--- src/rtl/qr_row_feeder_if.sv ---
// Handshake and data bundle between an element source, the row feeder and
// the QR core. The feeder itself uses the slave modport.
interface qr_row_feeder_if #(
    parameter int D_WIDTH    = 4,
    parameter int DATA_WIDTH = 20
);
    logic                          in_valid;
    logic [DATA_WIDTH-1:0]         in_data;
    logic                          in_ready;
    logic                          out_valid;
    logic [DATA_WIDTH*D_WIDTH-1:0] out_row;
    logic                          done_i;
    logic                          busy;

    // Source / QR-core side.
    modport master (
        output in_valid, in_data, done_i,
        input  in_ready, out_valid, out_row, busy
    );

    // Feeder side.
    modport slave (
        input  in_valid, in_data, done_i,
        output in_ready, out_valid, out_row, busy
    );
endinterface

--- src/rtl/qr_row_feeder.sv ---
// Double-buffered matrix feeder for a QR core. Elements arrive one per
// accepted handshake in row-major order and fill one of two banks; a full
// bank is replayed to the core as ROWS back-to-back packed rows, then held
// until the core signals done_i, which frees the bank for the writer.
module qr_row_feeder #(
    parameter int D_WIDTH    = 4,
    parameter int DATA_WIDTH = 20,
    parameter int ROWS       = 8
) (
    input  logic               clk,
    input  logic               rst,
    qr_row_feeder_if.slave     bus
);
    localparam int N_ELEM   = ROWS * D_WIDTH;
    localparam int CNT_W    = (N_ELEM > 1) ? $clog2(N_ELEM) : 1;
    localparam int ROW_W    = (ROWS > 1) ? $clog2(ROWS) : 1;
    localparam int ROW_BITS = DATA_WIDTH * D_WIDTH;

    typedef enum logic [1:0] {
        IDLE,
        BURST,
        WAIT_DONE
    } rd_state_e;

    rd_state_e             state_q, state_d;
    logic [1:0]            full_q, full_d;
    logic                  wr_bank_q, wr_bank_d;
    logic                  rd_bank_q, rd_bank_d;
    logic [CNT_W-1:0]      wr_cnt_q, wr_cnt_d;
    logic [ROW_W-1:0]      rd_row_q, rd_row_d;
    logic                  out_valid_q, out_valid_d;
    logic [ROW_BITS-1:0]   out_row_q, out_row_d;

    // Elements are stored as raw bit patterns; no arithmetic is done on
    // them, so signedness never comes into play and data passes unchanged.
    logic [DATA_WIDTH-1:0] mem_q [2][N_ELEM];

    logic in_ready;
    logic accept;

    // The writer may only fill a bank the reader has released.
    assign in_ready      = !rst && !full_q[wr_bank_q];
    assign accept        = bus.in_valid && in_ready;

    assign bus.in_ready  = in_ready;
    assign bus.out_valid = out_valid_q;
    assign bus.out_row   = out_row_q;
    assign bus.busy      = (|full_q) || (wr_cnt_q != '0) || (state_q != IDLE);

    // Next-state logic: write pointer/count, bank flags and the read FSM.
    always_comb begin
        // NOTE: every signal gets a default first so no path leaves it unassigned (no latches).
        state_d     = state_q;
        full_d      = full_q;
        wr_bank_d   = wr_bank_q;
        rd_bank_d   = rd_bank_q;
        wr_cnt_d    = wr_cnt_q;
        rd_row_d    = rd_row_q;
        out_valid_d = 1'b0;
        out_row_d   = out_row_q;

        // Write side: the last element of a matrix seals the bank.
        if (accept) begin
            if (wr_cnt_q == CNT_W'(N_ELEM - 1)) begin
                wr_cnt_d          = '0;
                full_d[wr_bank_q] = 1'b1;
                wr_bank_d         = ~wr_bank_q;
            end else begin
                wr_cnt_d = wr_cnt_q + CNT_W'(1);
            end
        end

        // Read side. The writer only ever touches an empty bank and the
        // reader only releases a full one, so both flag updates can land
        // on the same edge without conflict.
        case (state_q)
            IDLE: begin
                if (full_q[rd_bank_q]) begin
                    state_d  = BURST;
                    rd_row_d = '0;
                end
            end
            BURST: begin
                out_valid_d = 1'b1;
                for (int c = 0; c < D_WIDTH; c++) begin
                    out_row_d[ROW_BITS-1-c*DATA_WIDTH -: DATA_WIDTH] =
                        mem_q[rd_bank_q][CNT_W'(int'(rd_row_q) * D_WIDTH + c)];
                end
                if (rd_row_q == ROW_W'(ROWS - 1)) begin
                    state_d = WAIT_DONE;
                end else begin
                    rd_row_d = rd_row_q + ROW_W'(1);
                end
            end
            WAIT_DONE: begin
                if (bus.done_i) begin
                    full_d[rd_bank_q] = 1'b0;
                    rd_bank_d         = ~rd_bank_q;
                    state_d           = IDLE;
                end
            end
            default: state_d = IDLE;
        endcase
    end

    // Control and output registers with synchronous reset.
    always_ff @(posedge clk) begin
        // NOTE: sequential state uses non-blocking assignments so every flop samples pre-edge values.
        if (rst) begin
            state_q     <= IDLE;
            full_q      <= '0;
            wr_bank_q   <= 1'b0;
            rd_bank_q   <= 1'b0;
            wr_cnt_q    <= '0;
            rd_row_q    <= '0;
            out_valid_q <= 1'b0;
            out_row_q   <= '0;
        end else begin
            state_q     <= state_d;
            full_q      <= full_d;
            wr_bank_q   <= wr_bank_d;
            rd_bank_q   <= rd_bank_d;
            wr_cnt_q    <= wr_cnt_d;
            rd_row_q    <= rd_row_d;
            out_valid_q <= out_valid_d;
            out_row_q   <= out_row_d;
        end
    end

    // Bank storage: written on every accepted element.
    always_ff @(posedge clk) begin
        // NOTE: the banks are deliberately not reset; the FULL flags guard every read.
        if (accept) begin
            mem_q[wr_bank_q][wr_cnt_q] <= bus.in_data;
        end
    end
endmodule

--- src/flat_wrapper.sv ---
// flat-port wrapper written by rule: the top's interface ports become plain ports
module qr_row_feeder_flat 
#(
    parameter int D_WIDTH    = 4,
    parameter int DATA_WIDTH = 20,
    parameter int ROWS       = 8
)
  (clk, rst, bus_in_valid, bus_in_data, bus_done_i, bus_in_ready, bus_out_valid, bus_out_row, bus_busy);
  qr_row_feeder_if #(.D_WIDTH(D_WIDTH), .DATA_WIDTH(DATA_WIDTH)) bus_i ();
  input  logic clk;
  input  logic rst;
  input wire logic [$bits(bus_i.in_valid)-1:0] bus_in_valid;
  input wire logic [$bits(bus_i.in_data)-1:0] bus_in_data;
  input wire logic [$bits(bus_i.done_i)-1:0] bus_done_i;
  output wire logic [$bits(bus_i.in_ready)-1:0] bus_in_ready;
  output wire logic [$bits(bus_i.out_valid)-1:0] bus_out_valid;
  output wire logic [$bits(bus_i.out_row)-1:0] bus_out_row;
  output wire logic [$bits(bus_i.busy)-1:0] bus_busy;
  assign bus_i.in_valid = bus_in_valid;
  assign bus_i.in_data = bus_in_data;
  assign bus_i.done_i = bus_done_i;
  assign bus_in_ready = bus_i.in_ready;
  assign bus_out_valid = bus_i.out_valid;
  assign bus_out_row = bus_i.out_row;
  assign bus_busy = bus_i.busy;
  qr_row_feeder #(.D_WIDTH(D_WIDTH), .DATA_WIDTH(DATA_WIDTH), .ROWS(ROWS)) u_core (.clk(clk), .rst(rst), .bus(bus_i));
endmodule
--- config.mk ---
export PLATFORM = sky130hd
export DESIGN_NAME = qr_row_feeder_flat
export DESIGN_NICKNAME = d
export VERILOG_FILES = /design/src/rtl/qr_row_feeder_if.sv /design/src/rtl/qr_row_feeder.sv /design/src/flat_wrapper.sv
export SDC_FILE = /design/constraint.sdc
export NUM_CORES = 1
export LEC_CHECK = 0
export CORE_MARGIN = 8
export CORE_UTILIZATION = 60
export CTS_CLUSTER_DIAMETER = 120
export DETAILED_ROUTE_END_ITERATION = 8
export GPL_ROUTABILITY_DRIVEN = 1
export PLACE_DENSITY_LB_ADDON = 0.2
export REMOVE_ABC_BUFFERS = 1
export SYNTH_ARGS = -nofsm -noshare
export SYNTH_HDL_FRONTEND = slang
export SYNTH_SLANG_ARGS = --single-unit
--- constraint.sdc ---
create_clock -name clk -period 3.94 [get_ports clk]
set_input_delay 0.788 -clock clk [delete_from_list [all_inputs] [get_ports clk]]
set_output_delay 0.788 -clock clk [all_outputs]
set_load 0.05 [all_outputs]
Yosys cells after proc, flatten, opt, wreduce, memory -nomap -nowiden
Memory sizes are Yosys's and may differ from the RTL's. A register that Yosys moved wholly into a read port is not among the register bits.
Index checks and enable logic that the tools add are counted.
- add/sub/neg operators: 5
- order comparisons: 10
- equality and inequality tests: 8
- mux-type cells: 39
- bitwise operators: 10
- reductions and logical operators: 18
- operators by type and width (operator ; count):
    two-way mux 640 bit ; 1
    binary-select mux 20 bit (select 5 bit) ; 4
    two-way mux 20 bit ; 9
    demux 20 bit (select 5 bit) ; 1
    >= comparator 5 x 6 -> 1 bit, second input constant ; 4
    NOT 5 bit ; 4
    two-way mux 2 bit ; 7
    adder 5 x 1 -> 5 bit, second input constant ; 2
    adder 5 x 2 -> 5 bit, second input constant ; 2
    two-way mux 1 bit ; 10
    >= comparator 6 bit, second input constant ; 1
    less-than comparator 6 x 1 -> 1 bit, second input constant ; 1
    two-way mux 3 bit ; 2
    NOT 5 -> 6 bit ; 1
    case mux 2 bit (3 select lines) ; 1
    case mux 3 bit (2 select lines) ; 1
    AND reduction 3 bit ; 2
    equality test 5 bit, second input constant ; 1
    logical AND 1 bit ; 5
    two-way mux 5 bit ; 1
    nonzero test 5 bit ; 1
    less-than comparator 1 x 2 -> 1 bit, second input constant ; 2
    != test 2 x 1 -> 1 bit, second input constant ; 2
    != test 2 bit, second input constant ; 2
    other kinds (16) ; 23
- flip-flop bits (word level): 95
- RAM bits: 1280
- input bits: 24
- output and inout bits: 83
- word-level logic and storage cells: 99
- memories: 1
- memories (name ; depth ; width ; read ports ; clocked after memory_dff ; wr ports ; line ; text):
    u_core.mem_q ; 2 ; 640 ; 1 ; 1 ; 1 ; qr_row_feeder.sv:36 ; logic [DATA_WIDTH-1:0] mem_q [2][N_ELEM];

Longest topological paths before layout
Gate-level depths: netlist of run 1.
- depth in word-level cells: 10
- gate-level depth with buffers: 8
- gate-level depth less buffers: 7

Worst setup path before layout of run 1
No wires, ideal clock.
- path kind: input port to flip-flop
- start point: input port rst
- end point: memory u_core.mem_q[1][200] (netlist name), enable pin
- library setup time: 397 ps
- arrival time: 2575 ps
- setup slack: 969 ps
- stages: 5
- path through: buf_2 -> nand2b_1 -> nor3b_1 -> nand2_1 -> nor2_1
- word-level cells in the longest chain between the ends: 5
- RTL lines (item ; line ; text):
    start: declaration ; flat_wrapper.sv:11 ; input logic rst;
    zero test 1 bit ; qr_row_feeder.sv:42 ; assign in_ready = !rst && !full_q[wr_bank_q];
    logical AND 1 bit ; qr_row_feeder.sv:42 ;
    logical AND 1 bit ; qr_row_feeder.sv:43 ; assign accept = bus.in_valid && in_ready;
    two-way mux 1 bit ; qr_row_feeder.sv:133 ; if (accept) begin
    two-way mux 640 bit (implied by the code) ; qr_row_feeder.sv:134 ; mem_q[wr_bank_q][wr_cnt_q] <= bus.in_data;
    end: declaration ; qr_row_feeder.sv:36 ;
No other way between the ends.

Worst setup path after layout of run 1
- start point: register u_core.wr_cnt_q[2]
- end point: output port bus_busy
- word-level cells in the longest chain between the ends: 3
- RTL lines (item ; line ; text):
    start: declaration ; qr_row_feeder.sv:29 ; logic [CNT_W-1:0] wr_cnt_q, wr_cnt_d;
    start signal: assignment ; qr_row_feeder.sv:123 ; wr_cnt_q <= wr_cnt_d;
    nonzero test 5 bit ; qr_row_feeder.sv:48 ; assign bus.busy = (|full_q) || (wr_cnt_q != '0) || (state_q != IDLE);
    logical OR 1 bit (2 in series) ; qr_row_feeder.sv:48 ;
    end: declaration ; flat_wrapper.sv:18 ; output wire logic [$bits(bus_i.busy)-1:0] bus_busy;
No other way between the ends.

==> results.sh, run 1 <==
export IMPL_outcome="finished with violations"
export IMPL_violations="antenna rules"
export IMPL_slew_headroom=0.0762
export IMPL_critPathArrivalTime_ns=2.72
export IMPL_cellLeakagePower_nw=17.7
export IMPL_rsz0062_at_grt="no"
export IMPL_drc=0
export IMPL_combPwrFrac=0.011
export IMPL_setup_viol=0
export IMPL_fin_worst_skew_ns=0.0215
export IMPL_grt_start_max_net_pins=125
export IMPL_syn_area_um2=51600
export IMPL_drt_iter0_drc=2556
export IMPL_fin_nets=2714
export IMPL_placed_area_um2=54500
export IMPL_crit_start="u_core.wr_cnt_q[2]$_SDFFE_PP0N_"
export IMPL_cpMaxStageDelayCell="or3_1"
export IMPL_synth_simple_area_share=0.0167
export IMPL_synthAdderAreaFrac=0.00170
export IMPL_synthMuxAreaShare=0.152
export IMPL_n_fill_cell=5237
export IMPL_initial_core_util=0.606
export IMPL_finalCritPeriodShare=0.891
export IMPL_cp_end_kind="output pin"
export IMPL_finalCriticalPeriod_ns=3.51
export IMPL_fin_hold_ws_ns=0.480
export IMPL_yosys_warnings=0
export IMPL_io_buffer_count=106
export IMPL_path_delay_family="simple AND/OR/NAND/NOR gates"
export IMPL_clkPwrFrac=0.437
export IMPL_finalInstanceArea_um2=58900
export IMPL_r2r_end="u_core.bus.out_row[66]$_SDFFE_PP0P_"
export IMPL_dieWidth_um=309
export IMPL_htreeDepth=4
export IMPL_drive_above_1_share=0.224
export IMPL_placedCellCount=3689
export IMPL_r2r_cells=4
export IMPL_worst_pin_slew_ns=1.39
export IMPL_dr_pass1_iters=5
export IMPL_io_pin_count=107
export IMPL_grt_usage=0.236
export IMPL_slowest_delay_ns=0.67
export IMPL_die_area_um2=95600
export IMPL_clock_sinks=1376
export IMPL_final_util=0.692
export IMPL_synth_top_family_by_area="multiplexers"
export IMPL_clock_root_buffer="clkbuf_16"
export IMPL_antenna_found_initial=0
export IMPL_grt_pass1_wl_um=166000
export IMPL_synth_top_flop_cell="edfxtp_1"
export IMPL_ys_ff_latch=1376
export IMPL_fp_dieH_um=309
export IMPL_path_class="reg -> out"
export IMPL_pwr_share_seq=0.551
export IMPL_clk_pin_slew_worst_paths_ns=0.06
export IMPL_cts_made_buffers=136
export IMPL_r2r_setup_slack_ns=1.06
export IMPL_cellPowerDensity_nw_per_um2=492
export IMPL_tritoncts="built"
export IMPL_rows=107
export IMPL_p_int_mw=23.5
export IMPL_hold_viol=0
export IMPL_maxSlewViolCount=0
export IMPL_synth_compound_area_share=0.0348
export IMPL_finalNonFillerCells=3940
export IMPL_synth_xor_area_frac=0.000339
export IMPL_maxCapViolations=0
export IMPL_max_clock_freq_mhz=285
export IMPL_synth_cells=2477
export IMPL_tns_ns=0
export IMPL_worst_hold_path_type="reg -> reg"
export IMPL_clock_latency_ns=0.72
export IMPL_postCtsSetupBuffers=0
export IMPL_cts_repair_resized=0
export IMPL_ir_drop_uv=413
export IMPL_vias=24900
export IMPL_wl_um=111000
export IMPL_syn2layout_area_growth_pct=14.2
export IMPL_min_path_cells=2
export IMPL_vias_per_cell=6.33
export IMPL_syn_area_per_cell_um2=20.8
export IMPL_worstHoldStart="u_core.bus.out_row[56]$_SDFFE_PP0P_"
export IMPL_avgRoutedWirePerCell_um=28.3
export IMPL_core_area_um2=85100
export IMPL_start_kind="flop"
export IMPL_yosysSeqAreaShare=0.782
export IMPL_layout_common_cells="1280 x edfxtp_1, 243 x mux2i_1, 239 x mux4_2"
export IMPL_holdPathEnd="u_core.bus.out_row[56]$_SDFFE_PP0P_"
export IMPL_crit_path_max_fanout=13
export IMPL_netSwitchingFraction=0.188
export IMPL_grt_pass1_vias=26000
export IMPL_dp_hpwl_um=59000
export IMPL_p_sw_mw=5.44
export IMPL_gp_congestion=0.776
export IMPL_required_ns=3.15
export IMPL_final_common_cell="edfxtp_1"
export IMPL_clk_path_buf_depth=3
export IMPL_yosysUniqueCellTypes=41
export IMPL_synth_edf_count=1280
export IMPL_cp_cell_sequence="or3_1, nand4b_1, dlymetal6s2s_1"
export IMPL_path_buf_inv=1
export IMPL_async_flop_share=0
export IMPL_ctsHoldBuffers=0
export IMPL_ant_nets=1
export IMPL_overflow=0
## power by group through the flow
stage	logic [mW]	registers (mW)	clock network [mW]
detailed placement	0.323	16.3	0
global route	0.346	16.0	13.4
CTS	0.324	16.0	12.9
floorplan	0.0434	16.3	0
global placement	0.302	16.3	0
finish	0.323	16.0	12.7
## registers in the layout, summed over array words and instances, names as in the netlist, named ones only
signal,flops
u_core.bus.out_row,80
u_core.bus.out_valid,1
u_core.full_q,2
u_core.mem_q,1280
u_core.rd_bank_q,1
u_core.rd_row_q,3
u_core.state_q,2
u_core.wr_bank_q,1
u_core.wr_cnt_q,5
## worst max path at each step
stage                                          end  depth (start not counted)  slack, ns
6_report                                  bus_busy                          3       0.43
5_1_grt                                   bus_busy                          3       0.36
4_1_cts                                   bus_busy                          3       0.06
3_5_place_dp         u_core.mem_q[1][90]$_DFFE_PP_                          6       0.08
3_3_place_gp         u_core.mem_q[1][86]$_DFFE_PP_                          6       0.11
2_1_floorplan  u_core.bus.out_row[44]$_SDFFE_PP0P_                          3     -12.74
## final cells by class
class	instances	area [um2]	share of cell area
flip-flops and latches	1376	40400	0.685
multi-input cells	952	10800	0.183
clock buffers	198	3950	0.0670
repair buffers	211	1890	0.0321
well taps	1144	1430	0.0243
clock inverters	47	453	0.00769
inverters	6	22.5	0.000382
diodes	6	15.0	0.000255
## logic make-up after synthesis
family,Yosys count
flip-flops,1376
AND/OR/NAND/NOR,203
adder cells (fa/ha/maj),7
AO/OA/AOI/OAI,256
buffers and inverters,149
XOR/XNOR,2
multiplexers,484
## per-layer routing
metal	global-route usage	part of all wire	up-vias
li1	-	-	10700
met1	0.325	0.40	13100
met2	0.390	0.50	978
met5	0	0	-
met4	0.0700	0.025	0
met3	0.0440	0.078	171
## Yosys cell counts (2+ instances only)
library cell	n	area [um2]
clkbuf_1	79	297
nand2_1	92	345
buf_1	12	45.0
and3_1	2	12.5
inv_1	6	22.5
edfxtp_1	1280	38400
o21ai_1	16	80.1
buf_4	3	22.5
a221oi_1	80	701
and4_1	2	17.5
nand3b_1	5	37.5
a21oi_1	10	50.1
ha_1	7	87.6
dfxtp_1	96	1920
o21ai_0	66	330
or4b_1	2	20.0
or3b_2	2	17.5
nor2b_1	2	12.5
nor2_1	80	300
nor3_1	5	25.0
a22oi_1	2	15.0
mux2i_1	243	2430
o211ai_1	80	601
nand3_1	2	10.0
xnor2_1	2	17.5
mux4_2	239	5380
buf_2	48	240
## metrics by stage
step / power, mW / setup slack, ns
after global routing: 29.8 / 0.361
after floorplan: 16.3 / -12.74
final: 29.0 / 0.430
after CTS: 29.2 / 0.0587
after global placement: 16.6 / 0.114
after detailed placement: 16.6 / 0.0793
## worst min-delay path, cell delays in order, from the launching register on
cell,delay (ns)
dfxtp_1,0.32
nand2_1,0.05
o211ai_1,0.08
Power figures use the tool's default switching activity.
==> run 2: changes to the inputs <==
==> constraint.sdc (replaced) <==
create_clock -name clk -period 3.8 [get_ports clk]
set_input_delay 0.76 -clock clk [delete_from_list [all_inputs] [get_ports clk]]
set_output_delay 0.76 -clock clk [all_outputs]
set_load 0.01 [all_outputs]
==> run 2 against run 1 <==
Compared with the run above:
- the run now ends clean
- final area rose by 0.24%
- sequential share of layout area fell by 0.17 points
- die area did not move
- largest cell class unchanged
- largest power group unchanged
==> results.sh, run 2 (synthesis results as in run 1) <==
export IMPL_cp_end_kind="output pin"
export IMPL_fp_dieH_um=309
export IMPL_hold_viol=0
export IMPL_maxSlewViolCount=0
export IMPL_drt_iter0_drc=2621
export IMPL_core_area_um2=85100
export IMPL_rsz0062_at_grt="no"
export IMPL_rows=107
export IMPL_clock_root_buffer="clkbuf_16"
export IMPL_pwr_share_seq=0.551
export IMPL_worst_pin_slew_ns=1.33
export IMPL_clock_latency_ns=0.72
export IMPL_r2r_end="u_core.bus.out_row[5]$_SDFFE_PP0P_"
export IMPL_crit_start="u_core.wr_cnt_q[2]$_SDFFE_PP0N_"
export IMPL_path_class="reg -> out"
export IMPL_n_fill_cell=5188
export IMPL_combPwrFrac=0.012
export IMPL_postCtsSetupBuffers=0
export IMPL_max_clock_freq_mhz=276
export IMPL_cellLeakagePower_nw=17.8
export IMPL_drc=0
export IMPL_clkPwrFrac=0.437
export IMPL_ir_drop_uv=402
export IMPL_outcome="finished, final reports clean"
export IMPL_p_int_mw=24.3
export IMPL_top_register="u_core.mem_q"
export IMPL_gp_congestion=0.788
export IMPL_clock_sinks=1376
export IMPL_required_ns=3.04
export IMPL_finalInstanceArea_um2=59100
export IMPL_finalCritPeriodShare=0.954
export IMPL_netSwitchingFraction=0.193
export IMPL_crit_path_max_fanout=13
export IMPL_p_sw_mw=5.79
export IMPL_grt_pass1_vias=25900
export IMPL_dr_pass1_iters=5
export IMPL_cp_endpoint="bus_busy"
export IMPL_r2r_setup_slack_ns=1.02
export IMPL_antenna_found_initial=0
export IMPL_final_common_cell="edfxtp_1"
export IMPL_wl_um=114000
export IMPL_grt_usage=0.239
export IMPL_fin_nets=2728
export IMPL_worst_hold_path_type="reg -> reg"
export IMPL_r2r_cells=5
export IMPL_maxCapViolations=0
export IMPL_placedCellCount=3704
export IMPL_syn2layout_area_growth_pct=14.5
export IMPL_grt_pass1_wl_um=168000
export IMPL_setup_viol=0
export IMPL_critPathArrivalTime_ns=2.87
export IMPL_largest_register_ffs=1280
export IMPL_dieWidth_um=309
export IMPL_io_buffer_count=106
export IMPL_io_pin_count=107
export IMPL_ant_nets=0
export IMPL_clk_pin_slew_worst_paths_ns=0.06
export IMPL_cellPowerDensity_nw_per_um2=509
export IMPL_slew_headroom=0.111
export IMPL_clk_path_buf_depth=3
export IMPL_htreeDepth=4
export IMPL_overflow=0
export IMPL_initial_core_util=0.606
export IMPL_drive_above_1_share=0.234
export IMPL_layout_common_cells="1280 x edfxtp_1, 243 x mux2i_1, 239 x mux4_2"
export IMPL_tritoncts="built"
export IMPL_avgRoutedWirePerCell_um=28.8
export IMPL_fin_worst_skew_ns=0.0216
export IMPL_die_area_um2=95600
export IMPL_cts_repair_resized=0
export IMPL_start_kind="flop"
export IMPL_finalCriticalPeriod_ns=3.63
export IMPL_placed_area_um2=54700
export IMPL_cts_made_buffers=135
export IMPL_grt_start_max_net_pins=123
export IMPL_vias_per_cell=6.39
export IMPL_ctsHoldBuffers=0
export IMPL_dp_hpwl_um=63000
export IMPL_finalNonFillerCells=3953
export IMPL_vias=25200
[run 2: how the worst min path moves through the flow]
stage                     depth (start not counted)  slack (ns)                                   to                           startpoint
after floorplan                                   2        0.48      u_core.wr_cnt_q[1]$_SDFFE_PP0N_      u_core.wr_cnt_q[1]$_SDFFE_PP0N_
after global placement                            2        0.47   u_core.bus.out_row[9]$_SDFFE_PP0P_   u_core.bus.out_row[9]$_SDFFE_PP0P_
after detailed placement                          2        0.48  u_core.bus.out_row[30]$_SDFFE_PP0P_  u_core.bus.out_row[30]$_SDFFE_PP0P_
after CTS                                         2        0.49  u_core.bus.out_row[58]$_SDFFE_PP0P_  u_core.bus.out_row[58]$_SDFFE_PP0P_
after global routing                              2        0.51  u_core.bus.out_row[28]$_SDFFE_PP0P_  u_core.bus.out_row[28]$_SDFFE_PP0P_
final                                             2        0.48  u_core.bus.out_row[58]$_SDFFE_PP0P_  u_core.bus.out_row[58]$_SDFFE_PP0P_
[run 2: stage by stage]
stage / worst slack [ns] / power, mW / hold WS [ns] / setup TNS, ns / util
6_report: 0.173 / 30.0 / 0.481 / 0 / 0.694
5_1_grt: 0.0727 / 30.8 / 0.511 / 0 / 0.694
4_1_cts: 0.164 / 30.2 / 0.490 / 0 / 0.694
3_5_place_dp: 0.0268 / 17.2 / 0.476 / 0 / 0.642
3_3_place_gp: 0.0143 / 17.2 / 0.469 / 0 / 0.642
2_1_floorplan: -12.88 / 16.9 / 0.484 / -1045.04 / -
[run 2: final cells by class]
| class | instances | area (um2) | share of cell area |
|---|---|---|---|
| sequential | 1376 | 40400 | 0.683 |
| multi-input combinational | 952 | 10800 | 0.183 |
| timing repair buffer | 226 | 2050 | 0.0347 |
| clock inverter | 70 | 682 | 0.0115 |
| tap | 1144 | 1430 | 0.0242 |
| antenna | 2 | 5.00 | 0.0000847 |
| clock buffer | 177 | 3710 | 0.0628 |
| inverter | 6 | 22.5 | 0.000381 |
[run 2: per-layer routing]
metal,GRT usage,part of all wire
met4,0.0597,0.018
met3,0.0421,0.080
met5,0,0
met2,0.384,0.49
met1,0.345,0.41
[run 2: critical path: stages, from the launching register on]
cell and delay [ns]:
dfxtp_1 0.42, or3_1 0.70, nand4b_1 0.46, clkdlybuf4s50_1 0.59
[run 2: power by group through the flow]
stage	combinational [mW]	sequential [mW]	clock [mW]
3_3_place_gp	0.326	16.9	0
4_1_cts	0.349	16.6	13.3
2_1_floorplan	0.0403	16.9	0
3_5_place_dp	0.349	16.9	0
6_report	0.348	16.6	13.1
5_1_grt	0.371	16.6	13.9
